`src/rtl/control_pipe_sequencer.sv`:
```
// -----------------------------------------------------------------------------
// control_pipe_sequencer
//
// Purpose:
//   Owns the ID/EX control register of the RISC-V pipeline. Each cycle the
//   decoded control bundle in ID is either forwarded into EX or replaced by a
//   bubble (all-zero bundle, ex_valid=0). Bubbles come from load-use hazards
//   and taken-branch flushes. Multi-cycle EX operations hold the EX register
//   in place while the front end is stalled. A saturating counter records how
//   many cycles the front end was stalled.
//
// Ports:
//   clk            in   1            system clock, all state on rising edge
//   reset          in   1            synchronous, active-high reset
//   id_control     in   CTRL_W       decoded control bundle of the ID instr
//   id_valid       in   1            ID holds a real instruction
//   id_rd          in   5            destination register of the ID instr
//   id_rs1         in   5            source register 1 of the ID instr
//   id_rs2         in   5            source register 2 of the ID instr
//   id_uses_rs1    in   1            ID instr reads rs1
//   id_uses_rs2    in   1            ID instr reads rs2
//   id_mem_read    in   1            ID instr is a load
//   id_multicycle  in   1            ID instr needs MC_LATENCY cycles in EX
//   branch_taken   in   1            EX resolved a taken branch/jump
//   ex_control     out  CTRL_W       registered control bundle for EX
//   ex_valid       out  1            EX holds a real instruction
//   stall_if_id    out  1            hold PC and IF/ID this cycle (comb.)
//   flush_if_id    out  1            squash IF/ID this cycle (comb.)
//   busy           out  1            multi-cycle op in progress (comb.)
//   stall_cycles   out  STALL_CNT_W  saturating count of stall cycles
//   dbg_state      out  1            FSM state observation: 0=RUN, 1=MULTI
//
// Handshake:
//   There is no valid/ready pair here; the front end must obey stall_if_id and
//   flush_if_id in the same cycle they are asserted. ex_valid qualifies
//   ex_control: whenever ex_valid=0 the bundle is all-zero.
// -----------------------------------------------------------------------------
module control_pipe_sequencer #(
  parameter int unsigned CTRL_W      = 32,
  parameter int unsigned MC_LATENCY  = 4,
  parameter int unsigned STALL_CNT_W = 16
) (
  input  logic                   clk,
  input  logic                   reset,
  input  logic [CTRL_W-1:0]      id_control,
  input  logic                   id_valid,
  input  logic [4:0]             id_rd,
  input  logic [4:0]             id_rs1,
  input  logic [4:0]             id_rs2,
  input  logic                   id_uses_rs1,
  input  logic                   id_uses_rs2,
  input  logic                   id_mem_read,
  input  logic                   id_multicycle,
  input  logic                   branch_taken,
  output logic [CTRL_W-1:0]      ex_control,
  output logic                   ex_valid,
  output logic                   stall_if_id,
  output logic                   flush_if_id,
  output logic                   busy,
  output logic [STALL_CNT_W-1:0] stall_cycles,
  output logic                   dbg_state
);

  typedef enum logic [0:0] {
    ST_RUN   = 1'b0,
    ST_MULTI = 1'b1
  } state_t;

  // An MC op occupies EX for MC_LATENCY cycles: one RUN cycle that detects
  // it, MC_LATENCY-2 cycles in MULTI, and one final RUN cycle (mc_done set)
  // during which the next instruction is loaded. MULTI exits after the cycle
  // in which mc_cnt reads zero, so the counter starts at MC_LATENCY-3.
  // For MC_LATENCY=2 there are no MULTI cycles: the detect cycle sets mc_done
  // directly. For MC_LATENCY=1 the op is never held at all.
  localparam bit         MC_HOLDS   = (MC_LATENCY > 1);
  localparam bit         MC_USES_MC = (MC_LATENCY > 2);
  localparam logic [7:0] MC_INIT    = MC_USES_MC ? 8'(MC_LATENCY - 3) : 8'd0;

  localparam logic [STALL_CNT_W-1:0] CNT_MAX = '1;

  state_t                 state_q;
  logic [7:0]             mc_cnt_q;
  logic                   mc_done_q;
  logic [CTRL_W-1:0]      ex_control_q;
  logic                   ex_valid_q;
  logic [4:0]             ex_rd_q;
  logic                   ex_mem_read_q;
  logic                   ex_mc_q;
  logic [STALL_CNT_W-1:0] stall_cycles_q;
  logic [STALL_CNT_W-1:0] stall_cycles_d;

  logic load_use;
  logic mc_start;
  logic in_run;

  assign in_run = (state_q == ST_RUN);

  // x0 is hard-wired zero, so a load targeting it never creates a hazard.
  assign load_use = id_valid & ex_valid_q & ex_mem_read_q & (ex_rd_q != 5'd0) &
                    ((id_uses_rs1 & (id_rs1 == ex_rd_q)) |
                     (id_uses_rs2 & (id_rs2 == ex_rd_q)));

  // First cycle of an MC op sitting in EX; mc_done blocks re-detection of the
  // same op after its hold period has finished.
  assign mc_start = in_run & ex_valid_q & ex_mc_q & MC_HOLDS & ~mc_done_q;

  // Priority in RUN: MC start, then branch flush, then load-use stall.
  // In MULTI the front end is simply held; branch_taken cannot occur there.
  assign stall_if_id = ~in_run | mc_start | (~branch_taken & load_use);
  assign flush_if_id = in_run & ~mc_start & branch_taken;
  assign busy        = ~in_run | mc_start;

  assign stall_cycles_d = (stall_if_id && (stall_cycles_q != CNT_MAX))
                          ? stall_cycles_q + 1'b1 : stall_cycles_q;

  always_ff @(posedge clk) begin
    if (reset) begin
      state_q        <= ST_RUN;
      mc_cnt_q       <= 8'd0;
      mc_done_q      <= 1'b0;
      ex_control_q   <= '0;
      ex_valid_q     <= 1'b0;
      ex_rd_q        <= 5'd0;
      ex_mem_read_q  <= 1'b0;
      ex_mc_q        <= 1'b0;
      stall_cycles_q <= '0;
    end else begin
      stall_cycles_q <= stall_cycles_d;
      case (state_q)
        ST_RUN: begin
          if (mc_start) begin
            // EX register holds the MC op.
            if (MC_USES_MC) begin
              state_q  <= ST_MULTI;
              mc_cnt_q <= MC_INIT;
            end else begin
              mc_done_q <= 1'b1;
            end
          end else if (branch_taken || load_use) begin
            // Bubble: all-zero bundle means no writes and no memory access.
            ex_control_q  <= '0;
            ex_valid_q    <= 1'b0;
            ex_rd_q       <= 5'd0;
            ex_mem_read_q <= 1'b0;
            ex_mc_q       <= 1'b0;
            mc_done_q     <= 1'b0;
          end else begin
            // Normal advance. An invalid ID slot becomes a clean bubble so a
            // stale bundle can never reach EX.
            ex_control_q  <= id_valid ? id_control : '0;
            ex_valid_q    <= id_valid;
            ex_rd_q       <= id_valid ? id_rd : 5'd0;
            ex_mem_read_q <= id_valid & id_mem_read;
            ex_mc_q       <= id_valid & id_multicycle;
            mc_done_q     <= 1'b0;
          end
        end
        ST_MULTI: begin
          if (mc_cnt_q == 8'd0) begin
            state_q   <= ST_RUN;
            mc_done_q <= 1'b1;
          end else begin
            mc_cnt_q <= mc_cnt_q - 8'd1;
          end
        end
        default: begin
          state_q <= ST_RUN;
        end
      endcase
    end
  end

  assign ex_control   = ex_control_q;
  assign ex_valid     = ex_valid_q;
  assign stall_cycles = stall_cycles_q;
  assign dbg_state    = (state_q == ST_MULTI);

endmodule

```
`config.mk`:
```
export PLATFORM = sky130hd
export DESIGN_NAME = control_pipe_sequencer
export DESIGN_NICKNAME = d
export VERILOG_FILES = /design/src/rtl/control_pipe_sequencer.sv
export SDC_FILE = /design/constraint.sdc
export NUM_CORES = 1
export LEC_CHECK = 0
export ABC_CLOCK_PERIOD_IN_PS = 2700
export CAP_MARGIN = 40
export CORE_UTILIZATION = 44
export CTS_CLUSTER_DIAMETER = 40
export DETAILED_ROUTE_END_ITERATION = 8
export GPL_ROUTABILITY_DRIVEN = 0
export HOLD_SLACK_MARGIN = 0.02
export PLACE_DENSITY = 0.9
export SLEW_MARGIN = 20
export SYNTH_ARGS = -nofsm -noshare
export SYNTH_HDL_FRONTEND = slang
export SYNTH_SLANG_ARGS = --single-unit
```
`constraint.sdc`:
```
create_clock -name clk -period 2.7 [get_ports clk]
set_input_delay 0.27 -clock clk [delete_from_list [all_inputs] [get_ports clk]]
set_output_delay 0.27 -clock clk [all_outputs]
set_load 0.01 [all_outputs]
```
==> results.toml, run 1 <==
[timing]
rsz0062_at_grt = "false"
fin_skew_ns = 0.00553
hold_viol_final = 0
finalCritPeriodShare = 0.927
finalMaxSlewViolations = 0
relSlewSlack = 0.578
setup_viol = 0
max_freq_ghz = 0.400
tightest_slew_ns = 0.632
setup-tns-final_ns = 0
period_needed_ns = 2.50

[grt]
grt_pass1_vias = 2664
grt-ovfl-total = 0
grt_max_degree = 41
grt_pass1_wl_um = 12200
grt_usage = 0.219
antenna_found_initial = 0

[clock_tree]
numCtsBuffers = 9
insertion_delay_ns = 0.33
htree_num_levels = 3
clk_pin_slew_worst_paths_ns = 0.07
clockBufferDepth = 2
cts_hold_buffers = 0
clock-sinks = 66
postCtsSetupBuffers = 0
cts-root-buf = "clkbuf_8"
cts_resized = 0
cts_tree = "built"

[synthesis]
synth-seq-area-share = 0.454
syn_nets = 371
synthCells = 313
async_flop_share = 0
syn_area_mm2 = 0.00291
synthFlopType = "dfxtp_1"
synth_cell_types = 46
syn_area_per_cell_um2 = 9.30
ys_seq_elements = 66
synth.yosys.warnings = 0
synth_edf_count = 0

[floorplanning]
placementRows = 29
ios = 108
start_util = 0.458
core_area_mm2 = 0.00635
die_y_um = 83.3
die_width_um = 83.3
dieArea_mm2 = 0.00694

[layout]
final_util = 0.671
final_cell_mix = "clkdlybuf4s50_1, dfxtp_1, nor2_1"
fill_cells = 482
num-nets-final = 479
final_common_cell = "clkdlybuf4s50_1"
instances_no_fill = 503
antenna_cells = 0
seq_area_mm2 = 0.00132
multi_input_area_mm2 = 0.00146
drive_gt1_frac = 0.0986
design_area_mm2 = 0.00426
syn_to_final_growth_pct = 46.5

[placed_design]
dpl.cell_count = 487
portBuffers = 107
place_area_mm2 = 0.00403
dp_hpwl_um = 5130

[detailed_routing]
drt_iter0_drc = 87
ant_nets = 0
drcViolationCount = 0
via_count = 2722
first_pass_iters = 4
routed_wl_um = 7350
wl_per_cell_um = 14.6
via_per_inst = 5.41

[critical_path]
critPathRequiredTime_ns = 2.43
path_class = "reg2out"
crit_fanout = 5
start_kind = "flop"
crit_arrival_ns = 2.23
end_kind = "primary output"

[hold_path]
min_path_type = "in2reg"

[power]
power.density_mw_per_mm2 = 519
leakagePower_nw = 1.54
power_mw = 2.21
peakVddDrop_mv = 0.400

[flow_run]
drv_cap = 0

[run_status]
status = "complete, no violations"
[area by class of cell]
cell class	count	area share
Timing Repair Buffer	114	0.265
Sequential cell	66	0.310
Clock inverter	5	0.0241
Clock buffer	11	0.0308
Multi-Input combinational cell	224	0.342
Inverter	6	0.00528
Tap cell	77	0.0226
[flip-flops by register name, indices dropped and copies added (netlist names)]
name and count:
dbg_state 1, ex_control 32, ex_mc_q 1, ex_mem_read_q 1
ex_rd_q 5, ex_valid 1, mc_cnt_q 8, mc_done_q 1
stall_cycles 16
[per-layer routing]
layer	wire, um	global-route usage	vias to the layer above
met4	127	0.0893	0
met2	3460	0.357	106
met1	3030	0.249	1270
met3	727	0.0984	10
met5	0	0	-
li1	-	-	1336
[metrics by stage]
| step | hold slack (ns) | worst slack [ns] |
|---|---|---|
| 6_report | 0.439 | 0.198 |
| 5_1_grt | 0.436 | 0.121 |
| 4_1_cts | 0.425 | 0.178 |
| 3_5_place_dp | 0.473 | 0.233 |
| 3_3_place_gp | 0.458 | 0.319 |
| 2_1_floorplan | 0.405 | 0.500 |
[cells by family after synthesis]
family / after synthesis / synth area share
buffers and inverters: 23 / 0.0460
adder cells (fa/ha/maj): 3 / 0.0129
AO/OA/AOI/OAI: 67 / 0.188
multiplexers: 7 / 0.0279
flip-flops: 66 / 0.454
XOR/XNOR: 17 / 0.0512
AND/OR/NAND/NOR: 130 / 0.220
[power breakdown]
group	internal (mW)	leakage [nW]	total, mW	switching (mW)
registers	0.993	0.535	1.01	0.0146
logic	0.130	0.894	0.218	0.0875
clock network	0.613	0.114	0.988	0.376
total	1.74	1.54	2.21	0.478
[synthesized netlist by cell type, types with 2 or more instances]
| master | count | area [um^2] |
|---|---|---|
| dfxtp_1 | 66 | 1320 |
| nor2_1 | 63 | 236 |
| a22oi_1 | 33 | 248 |
| nand2_1 | 13 | 48.8 |
| xnor2_1 | 12 | 105 |
| a21oi_1 | 10 | 50.1 |
| clkbuf_1 | 8 | 30.0 |
| a22oi_2 | 6 | 75.1 |
| and2_1 | 6 | 37.5 |
| and3_1 | 6 | 37.5 |
| and4_1 | 6 | 52.6 |
| nand4_1 | 6 | 37.5 |
| nor2b_1 | 6 | 37.5 |
| inv_1 | 5 | 18.8 |
| mux2_2 | 5 | 56.3 |
| nand3_1 | 5 | 25.0 |
| o21ai_0 | 5 | 25.0 |
| or3_1 | 5 | 31.3 |
| xor2_1 | 5 | 43.8 |
| buf_6 | 4 | 45.0 |
| nor3_1 | 4 | 20.0 |
| buf_2 | 3 | 15.0 |
| ha_1 | 3 | 37.5 |
| nand3b_1 | 2 | 15.0 |
| nor4_1 | 2 | 12.5 |
| o2111ai_1 | 2 | 17.5 |
| o31ai_1 | 2 | 15.0 |
| or4_1 | 2 | 15.0 |
[worst paths after layout]
kind	from	end	slack [ns]	cells past startpoint
worst max register to register	stall_cycles[1]	stall_cycles[11]	0.41	7
worst min-delay path	reset	stall_cycles[1]	0.44	2
worst min register to register	mc_cnt_q[1]	mc_cnt_q[1]	0.48	2
worst max-delay path	ex_rd_q[0]	stall_if_id	0.20	5
[worst max-delay path, cell delays in order (launching register included)]
cell,delay (ns)
dfxtp_1,0.36
or3_1,0.40
o311a_4,0.36
a31oi_4,0.20
inv_2,0.09
clkdlybuf4s50_1,0.49
Note: power is estimated with default switching activity, not from simulation.
==> inputs of run 2 (changes only) <==
Settings changed: ABC_CLOCK_PERIOD_IN_PS 2700 to default, CORE_UTILIZATION 44 to 25, MAX_ROUTING_LAYER from default to met4, PLACE_DENSITY 0.9 to 0.6.
==> run 2 against run 1 <==
Cell count up 14%. Sequential share of layout area fell by 1.3 points. Non-clock buffer count increased by 2. Clock skew hardly changed. Sequential power about the same. Routed wire length up 5.2%. Cell area is 4.2% higher. Maximum frequency grew 0.55%. Power is 13% higher. Combinational power is essentially flat. Critical path type unchanged. Largest cell class unchanged. Largest power group is now the clock network. Highest routed layer unchanged.
==> results.toml, run 2 (synthesized netlist as in run 1, its figures left out) <==
[run_status]
status = "complete, no violations"

[timing]
fin_skew_ns = 0.00511
finalMaxSlewViolations = 0
period_needed_ns = 2.49
setup_viol = 0
hold_viol_final = 0
finalCritPeriodShare = 0.922
tightest_slew_ns = 0.656
rsz0062_at_grt = "false"
setup-tns-final_ns = 0
relSlewSlack = 0.562
max_freq_ghz = 0.402

[power]
leakagePower_nw = 1.59
peakVddDrop_mv = 0.397
power.density_mw_per_mm2 = 563

[grt]
grt-ovfl-total = 0
grt_pass1_wl_um = 12700
grt_max_degree = 36
grt_pass1_vias = 2634
grt_usage = 0.143
antenna_found_initial = 0

[detailed_routing]
via_count = 2689
first_pass_iters = 4
via_per_inst = 4.71
drt_iter0_drc = 116
routed_wl_um = 7730
drcViolationCount = 0
wl_per_cell_um = 13.5
ant_nets = 0

[layout]
num-nets-final = 481
fill_cells = 1139
final_cell_mix = "clkdlybuf4s50_1, dfxtp_1, nor2_1"
final_common_cell = "clkdlybuf4s50_1"
syn_to_final_growth_pct = 52.7
largest_reg_flops = 32
antenna_cells = 0
final_util = 0.391
drive_gt1_frac = 0.107

[placed_design]
portBuffers = 107
dp_hpwl_um = 5630

[critical_path]
worstRegToRegCells = 7
path_class = "reg2out"
critPathRequiredTime_ns = 2.43
crit_buf_inv = 2
crit_chain = "xnor2_1 -> nand4_1 -> o22ai_2 -> a31oi_4 -> inv_2 -> clkdlybuf4s50_1"
crit_arrival_ns = 2.22
cp_slowest_cell = "clkdlybuf4s50_1"
crit_fanout = 5
end_kind = "primary output"
start_kind = "flop"
critical-path-top-delay-family = "buffers and inverters"
crit_cells = 6
critPathMaxStageDelay_ns = 0.54

[clock_tree]
clockBufferDepth = 2
numCtsBuffers = 9
htree_num_levels = 3
cts_resized = 0
clock-sinks = 66
clk_pin_slew_worst_paths_ns = 0.06
cts_tree = "built"
cts-root-buf = "clkbuf_16"
postCtsSetupBuffers = 0
insertion_delay_ns = 0.33
cts_hold_buffers = 0

[floorplanning]
ios = 108
core_area_mm2 = 0.0114
die_width_um = 110
start_util = 0.256
placementRows = 39
dieArea_mm2 = 0.0121
die_y_um = 110

[flow_run]
drv_cap = 0

[hold_path]
min_path_type = "in2reg"
hold_depth = 2
==> run 2: changes by cell type in the layout (fill, tap and decap cells not counted), moves of 2 or more <==
cell	before	now
clkbuf_16	0	9
clkinv_4	0	2
clkbuf_8	9	1
clkbuf_1	2	0
buf_4	6	9
==> run 2: cell type report <==
class	count	area, um^2	share of cell area
multi-input combinational	224	1460	0.328
sequential	66	1320	0.297
timing repair buffer	116	1130	0.255
clock buffer	10	239	0.0538
tap	143	179	0.0403
clock inverter	6	90.1	0.0203
inverter	6	22.5	0.00507
==> run 2: worst reg2reg max path: cells and delay by family, from the launching register on <==
kind,cells,cell delay [ns]
AOI/OAI and AO/OA,1,0.25
adders and majority gates,1,0.30
DFF,1,0.47
muxes,1,0.36
and+or+nand+nor,4,0.80
==> run 2: worst paths after layout <==
path / startpoint / to / slack (ns)
worst max-delay path: ex_rd_q[3] / stall_if_id / 0.21
worst min-delay path: reset / stall_cycles[1] / 0.46
worst max register to register: stall_cycles[1] / stall_cycles[11] / 0.41
worst min register to register: mc_cnt_q[1] / mc_cnt_q[1] / 0.47
==> run 2: where the power goes <==
part	total [mW]	internal [mW]	switching, mW
clock	1.28	0.834	0.441
combinational	0.216	0.130	0.0861
sequential	1.01	0.994	0.0146
total	2.50	1.96	0.542
==> run 2: metal layers <==
metal,GRT usage,up-vias,share of wire
li1,-,1338,-
met1,0.165,1253,0.44
met2,0.219,85,0.47
met3,0.0522,13,0.068
met4,0.0686,0,0.022
met5,-,-,0
==> run 2: stage by stage <==
step / area (um^2) / total power, mW / cells / setup slack, ns / hold slack [ns]
after floorplan: 2910 / 1.12 / 313 / 0.500 / 0.405
after global placement: 4110 / 1.24 / 555 / 0.258 / 0.461
after detailed placement: 4110 / 1.25 / 555 / 0.221 / 0.465
after CTS: 4440 / 2.55 / 571 / 0.155 / 0.449
after global routing: 4440 / 2.61 / 571 / 0.0553 / 0.473
final: 4440 / 2.50 / 571 / 0.212 / 0.458
==> inputs of run 3 (changes only) <==
Settings changed: ABC_AREA from default to 1, PLACE_DENSITY 0.6 to 0.58.
==> run 3 against run 2 <==
Area after synthesis rose by 17%. Largest cell class unchanged. Clock-buffer cell count grew 3. Critical path depth up 3. Setup slack gained 0.22 ns. First-iteration DRC count up 82%. Sequential power about the same. Via count rose by 26%. Power is 1.8% lower.
==> results.toml, run 3 <==
[layout]
final_common_cell = "nand2_1"
largest_reg_flops = 32
num-nets-final = 647
antenna_cells = 0
final_cell_mix = "nand2_1, clkdlybuf4s50_1, dfxtp_1"
drive_gt1_frac = 0.0826
syn_to_final_growth_pct = 44.4
instances_no_fill = 769
final_util = 0.371

[clock_tree]
htree_num_levels = 3
clk_pin_slew_worst_paths_ns = 0.05
cts-root-buf = "clkbuf_16"
cts_hold_buffers = 0
insertion_delay_ns = 0.33
cts_resized = 0
clock-sinks = 66
cts_tree = "built"
clockBufferDepth = 2
numCtsBuffers = 9
postCtsSetupBuffers = 0

[grt]
antenna_found_initial = 0
grt_pass1_vias = 3298
grt-ovfl-total = 0
grt_max_degree = 46
grt_usage = 0.144
grt_pass1_wl_um = 15600

[detailed_routing]
via_count = 3392
drcViolationCount = 0
via_per_inst = 4.41
first_pass_iters = 4
drt_iter0_drc = 211
routed_wl_um = 9630
ant_nets = 0
wl_per_cell_um = 12.5

[synthesis]
synth_top_family_by_area = "simple AND/OR/NAND/NOR gates"
yosys.area_share.simple = 0.399
synth_top_area_cell = "dfxtp_1"
synth.yosys.warnings = 0
synth_xor_area_frac = 0.0103
synthCells = 491
syn_area_per_cell_um2 = 6.93
synthTopCellsByArea = "dfxtp_1, nand2_1, nand3b_1"
synth.top_cell.area_share = 0.389
syn_nets = 549
ys_seq_elements = 66
syn_area_mm2 = 0.00340
synth.most_common_cell = "nand2_1"
synth_compound_area_frac = 0.106
synth_cell_types = 31
synth_mux_area_frac = 0
synth-seq-area-share = 0.389
synth_common_cells = "nand2_1, dfxtp_1, a21oi_1, nand3b_1, nor2_1"
synth_edf_count = 0
synthFlopType = "dfxtp_1"
async_flop_share = 0
synthAdderAreaFrac = 0.0110

[timing]
finalMaxSlewViolations = 0
relSlewSlack = 0.581
hold_viol_final = 0
setup-tns-final_ns = 0
finalCritPeriodShare = 0.840
period_needed_ns = 2.27
worst_slack_ns = 0.432
setup_viol = 0
max_freq_ghz = 0.441
rsz0062_at_grt = "false"
fin_skew_ns = 0.00309
tightest_slew_ns = 0.624

[critical_path]
critPathMaxStageDelay_ns = 0.54
crit_arrival_ns = 2.00
cp_slowest_cell = "clkdlybuf4s50_1"
critPathRequiredTime_ns = 2.43
crit_chain = "inv_1 -> nand2_1 -> nand2_1 -> nor2_1 -> nand3_1 -> nand2_1 -> nand3_1 -> nand2_2 -> clkdlybuf4s50_1"
start_kind = "flop"
path_class = "reg2out"
end_kind = "primary output"
crit_fanout = 4
path_common_cell = "nand2_1"

[power]
power.density_mw_per_mm2 = 500
leakagePower_nw = 1.95
peakVddDrop_mv = 0.256

[run_status]
status = "complete, no violations"

[flow_run]
drv_cap = 0

[floorplanning]
start_util = 0.257
ios = 108
dieArea_mm2 = 0.0141
die_width_um = 119
core_area_mm2 = 0.0132
placementRows = 42
die_y_um = 119

[hold_path]
min_path_type = "reg2reg"

[placed_design]
place_ws_ns = 0.461
portBuffers = 107
dp_hpwl_um = 6650
dpl.cell_count = 754
run 3: layout make-up:
class | instances | area [um^2]
sequential | 66 | 1320
clock inverter | 2 | 35.0
inverter | 36 | 135
clock buffer | 13 | 270
tap | 176 | 220
fill | 1397 | 8330
multi-input combinational | 361 | 1800
timing repair buffer | 115 | 1130
run 3: critical path: cells and delay by family, from the launching register on:
kind	cells	cell delay, ns
AND/OR/NAND/NOR	7	0.64
buffers and inverters	2	0.65
flip-flops	1	0.37
run 3: kinds of logic (layout without fill, tap and decap cells):
group | Yosys count | count (layout)
adders and majority gates | 3 | 3
buffers and inverters | 64 | 166
AOI/OAI and AO/OA | 70 | 70
xor gates and xnor gates | 4 | 4
and+or+nand+nor | 284 | 284
DFF | 66 | 66
run 3: layer usage:
layer  track usage  up-vias  part of all wire
met2         0.230       91              0.46
met5             -        -                 0
met3        0.0492        4             0.062
met1         0.167     1525              0.47
li1              -     1772                 -
met4        0.0475        0            0.0069
run 3: worst paths after layout:
path              cells past startpoint                to       startpoint  slack [ns]
setup / recovery                      9       stall_if_id       ex_rd_q[3]        0.43
hold / removal                        2         mc_done_q        mc_done_q        0.46
setup reg to reg                      8  stall_cycles[11]  stall_cycles[0]        0.76
hold reg to reg                       2         mc_done_q        mc_done_q        0.46
run 3: where the power goes:
part	total, mW	internal [mW]	switching (mW)
registers	1.01	0.993	0.0131
clock network	1.21	0.784	0.426
logic	0.240	0.136	0.104
total	2.46	1.91	0.543
run 3: per-stage QoR:
step,hold slack (ns),instance area [um^2],total power [mW]
after detailed placement,0.450,4610,1.27
after global placement,0.445,4610,1.27
after CTS,0.459,4910,2.49
final,0.458,4910,2.46
after global routing,0.475,4910,2.56
after floorplan,0.437,3400,1.13
